==> config.mk <==
export PLATFORM = sky130hd
export DESIGN_NAME = fifo_wr_arbiter
export DESIGN_NICKNAME = d
export VERILOG_FILES = /design/src/rtl/fifo_wr_arbiter.sv
export SDC_FILE = /design/constraint.sdc
export NUM_CORES = 1
export LEC_CHECK = 0
export BUFFER_PORTS_ARGS = -buffer_cell sky130_fd_sc_hd__buf_4
export CORE_MARGIN = 2
export CORE_UTILIZATION = 40
export CTS_CLUSTER_DIAMETER = 120
export CTS_CLUSTER_SIZE = 16
export DETAILED_ROUTE_END_ITERATION = 7
export PLACE_DENSITY = 0.79
export SLEW_MARGIN = 15
export SYNTH_ARGS = -nofsm -noshare
export SYNTH_HDL_FRONTEND = slang
export SYNTH_SLANG_ARGS = --single-unit
==> constraint.sdc <==
create_clock -name clk -period 2.1 [get_ports clk]
set_clock_uncertainty 0.2 [all_clocks]
set_input_delay 0.21 -clock clk [delete_from_list [all_inputs] [get_ports clk]]
set_output_delay 0.21 -clock clk [all_outputs]
set_load 0.02 [all_outputs]
==> src/rtl/fifo_wr_arbiter.sv <==
// fifo_wr_arbiter: round-robin arbiter sharing one FIFO write port among NUM_REQ valid/ready requesters.
// Ports:
//   clk, rst          write-domain clock, asynchronous active-high reset
//   req_valid/data    per-requester valid and packed data (requester i at [i*DATA_WIDTH +: DATA_WIDTH])
//   req_ready         per-requester accept, one-hot or zero
//   fifo_full/almost  FIFO back-pressure flags (almost-full only gates new grants)
//   fifo_wen/wdata    FIFO write port
//   grant_id          current or most recent grantee
//   busy              high while a burst is in progress
module fifo_wr_arbiter #(
    parameter int NUM_REQ    = 4,
    parameter int DATA_WIDTH = 8,
    parameter int MAX_BURST  = 4,
    localparam int IW = $clog2(NUM_REQ),
    localparam int BW = $clog2(MAX_BURST) + 1
) (
    input  logic                          clk,
    input  logic                          rst,
    input  logic [NUM_REQ-1:0]            req_valid,
    input  logic [NUM_REQ*DATA_WIDTH-1:0] req_data,
    output logic [NUM_REQ-1:0]            req_ready,
    input  logic                          fifo_full,
    input  logic                          fifo_almost_full,
    output logic                          fifo_wen,
    output logic [DATA_WIDTH-1:0]         fifo_wdata,
    output logic [IW-1:0]                 grant_id,
    output logic                          busy
);
    typedef enum logic {IDLE, BURST} state_t;

    state_t        state_q, state_d;
    logic [IW-1:0] rr_q, rr_d;
    logic [IW-1:0] gid_q, gid_d;
    logic [BW-1:0] beat_q, beat_d;
    logic [IW-1:0] pick, idx;
    logic          found;
    logic          sel_valid;
    logic [IW-1:0] gid_next;

    // First valid requester at or after rr_q, wrapping modulo NUM_REQ.
    always_comb begin
        pick  = rr_q;
        idx   = rr_q;
        found = 1'b0;
        for (int k = 0; k < NUM_REQ; k++) begin
            idx = IW'((int'(rr_q) + k) % NUM_REQ);
            if (!found && req_valid[idx]) begin
                found = 1'b1;
                pick  = idx;
            end
        end
    end

    // Outputs depend only on the registered grantee, so a non-granted
    // requester's valid never reaches an output combinationally.
    assign sel_valid  = req_valid[gid_q];
    assign busy       = state_q == BURST;
    assign fifo_wen   = busy && sel_valid && !fifo_full;
    assign fifo_wdata = req_data[gid_q*DATA_WIDTH +: DATA_WIDTH];
    assign grant_id   = gid_q;
    assign gid_next   = gid_q == IW'(NUM_REQ - 1) ? '0 : gid_q + IW'(1);

    always_comb begin
        req_ready        = '0;
        req_ready[gid_q] = busy && !fifo_full;
    end

    always_comb begin
        state_d = state_q;
        rr_d    = rr_q;
        gid_d   = gid_q;
        beat_d  = beat_q;
        if (state_q == IDLE) begin
            if (found && !fifo_almost_full) begin
                gid_d   = pick;
                beat_d  = '0;
                state_d = BURST;
            end
        end else if (!sel_valid) begin
            state_d = IDLE;
            rr_d    = gid_next;
        end else if (fifo_wen) begin
            if (beat_q == BW'(MAX_BURST - 1)) begin
                state_d = IDLE;
                rr_d    = gid_next;
            end else begin
                beat_d  = beat_q + BW'(1);
            end
        end
    end

    always_ff @(posedge clk or posedge rst) begin
        if (rst) begin
            state_q <= IDLE;
            rr_q    <= '0;
            gid_q   <= '0;
            beat_q  <= '0;
        end else begin
            state_q <= state_d;
            rr_q    <= rr_d;
            gid_q   <= gid_d;
            beat_q  <= beat_d;
        end
    end
endmodule

==> results.cfg <==
[clock_network]
cts.repair.resized = 0
htreeDepth = 1
clockBufferDepth = 2
clk_pin_slew_ps = 60
insertion_delay_ps = 260
cts_tree = done
root_buffer = clkbuf_4
numCtsBuffers = 3
clock-sinks = 8

[critical_path]
worstSetupPathType = reg -> out
worstSetupStartpointType = register
crit_chain = buf_4 > mux4_2 > buf_4
arrival_ps = 1600
critical_path.most_common_cell = buf_4
required_ps = 1690
crit_path_end_kind = output port
crit_fanout = 14
slowest_delay_ps = 540
crit_slowest_cell = mux4_2

[power_and_ir_drop]
vdd_drop_max_v = 0.000602
pwr-share-clk_pct = 8.9
internal_power_mw = 0.794
power_mw = 1.40
power_density_mw_per_mm2 = 1100
comb_power_share_pct = 71.0
p_seq_share_pct = 20.1
power.leakage_nw = 0.644
swShare_pct = 43.3
switchingPower_mw = 0.607

[cells_and_area]
multiInputGateArea_um2 = 536
n_fill_cell = 137
fin_cells = 158
area_delta_synth_final_pct = 63.0
diodes = 0
finalInstanceArea_mm2 = 0.00127
layout_common_cells = buf_4 (58), inv_1 (9), mux4_2 (9), dfrtp_1 (8), ha_1 (6)
drive_gt1_share_pct = 55.6
final_common_cell = buf_4
fin_nets = 181
regArea_um2 = 200

[sta]
setup_tns_ps = 0
setup_viol_count_final = 0
rsz0062_at_grt = no
report.final.slew_viol_count = 0
setup_slack_ps = 90.8
relSlewSlack_pct = 78.4
worstMarginPinSlew_ps = 323
fin_crit_ps = 2010
period_share_pct = 95.7
finalHoldViolCount = 0
fmax_ghz = 0.498

[flow_run]
cap_violations = 0

[die]
num_rows = 15
io_pins = 56
start_util_pct = 43.6
die_h_um = 48.1
die_w_um = 48.1
core-area_mm2 = 0.00178
dieArea_mm2 = 0.00231

[synth]
synth_edf_count = 0
synth_area_leaders = mux4_2 (26%), dfrtp_1 (26%), ha_1 (9.6%)
synth-seq-cells = 8
yosysWarnings = 0
synth_top_area_share_pct = 26.0
synth_cells = 73
synth-seq-area-share_pct = 25.7
synth_top_flop_cell = dfrtp_1
async_flop_share_pct = 100
synth_area_um2 = 778
synthesis.nets = 119
synth_top_area_cell = mux4_2
synth_cell_types = 27
avgSynthCellArea_um2 = 10.7

[grt]
antenna_found_initial = 0
overflow = 0
grt_pass1_vias = 763
track_usage_pct = 20.2
grt_max_degree = 15
grt_pass1_wl_um = 3190

[min_path]
hold_class = in -> reg

[outcome]
status = finished, final reports clean

[routing]
dr.pass1.iters = 4
drt-total-wl_um = 2250
viasPerCell = 5.24
vias = 828
routedWlPerCell_um = 14.2
drcViolationCount = 0
ant_nets = 0
drtIter0Drc = 2

[placement]
port-buffer-count = 55
dp_hpwl_um = 1860
routabilityCongestion = 0.877
dp.cells = 154
place_ws_ps = 353
place_area_mm2 = 0.00124
sequential cells by signal, indices dropped and copies added (netlist names):
name	count
beat_q	3
grant_id	2
busy	1
rr_q	2
through the flow:
step | hold slack, ps | util (%)
global route | 54.9 | 71.2
global placement | -20.3 | 69.3
finish | 29.0 | 71.2
CTS | 29.0 | 71.2
detailed placement | -14.4 | 69.3
floorplan | -174 | -
kinds of logic (layout without fill, tap and decap cells):
| group | Yosys count | after routing | share of synthesized area (%) |
|---|---|---|---|
| multiplexers | 12 | 12 | 30.7 |
| adder cells (fa/ha/maj) | 6 | 6 | 9.65 |
| buffers and inverters | 11 | 71 | 5.46 |
| AO/OA/AOI/OAI | 13 | 13 | 12.5 |
| AND/OR/NAND/NOR | 23 | 23 | 15.9 |
| flip-flops | 8 | 8 | 25.7 |
per-layer routing:
metal	global-route usage (%)	share of wire (%)	vias to the layer above	routed length, um
met5	0	0	-	0
met4	4.86	0.80	0	18
met3	5.93	12	4	267
met2	37.9	52	47	1170
met1	22.3	35	389	794
li1	-	-	388	-
Yosys cell counts (2+ instances only):
library cell and count:
a21oi_1 2, a22o_1 3, and2_1 5, dfrtp_1 8, ha_1 6, inv_1 9
mux4_2 9, nand2_1 4, nand2b_1 2, nor2_1 5, nor2b_1 3, o21ai_0 2
power groups by stage:
stage                     clock, mW  combinational, mW  sequential (mW)
after CTS                     0.130               1.01            0.281
after detailed placement          0               1.00            0.283
after global placement            0              0.975            0.280
final                         0.125              0.995            0.281
after global routing          0.132               1.10            0.293
after floorplan                   0              0.597            0.317
critical path: cells and delay by family, from the launching register on:
kind	cells	cell delay, ps
flip-flops	1	370
buffers and inverters	2	420
multiplexers	1	540
final cells by class:
class | instances | area share [%]
clock buffer | 3 | 1.78
inverter | 9 | 2.66
multi-input combinational | 54 | 42.2
sequential | 8 | 15.8
tap | 25 | 2.47
timing repair buffer | 59 | 35.1
final timing paths:
check                                      start             to  slack, ps  depth (start not counted)
worst min-delay path            fifo_almost_full    grant_id[0]         30                          4
worst max register to register         beat_q[0]      beat_q[0]        370                          6
min in group asynchronous                    rst      beat_q[2]        250                          3
worst min register to register         beat_q[2]      beat_q[2]        320                          1
max in group asynchronous                    rst           busy       1200                          3
worst max-delay path                 grant_id[0]  fifo_wdata[1]         90                          3
what timing repair did:
action,CTS,global route
endpoints found under the setup margin,0,0
hold endpoints to repair,8,0
setup buffers,0,0
hold buffers,1,0
Note: power is estimated with default switching activity, not from simulation.
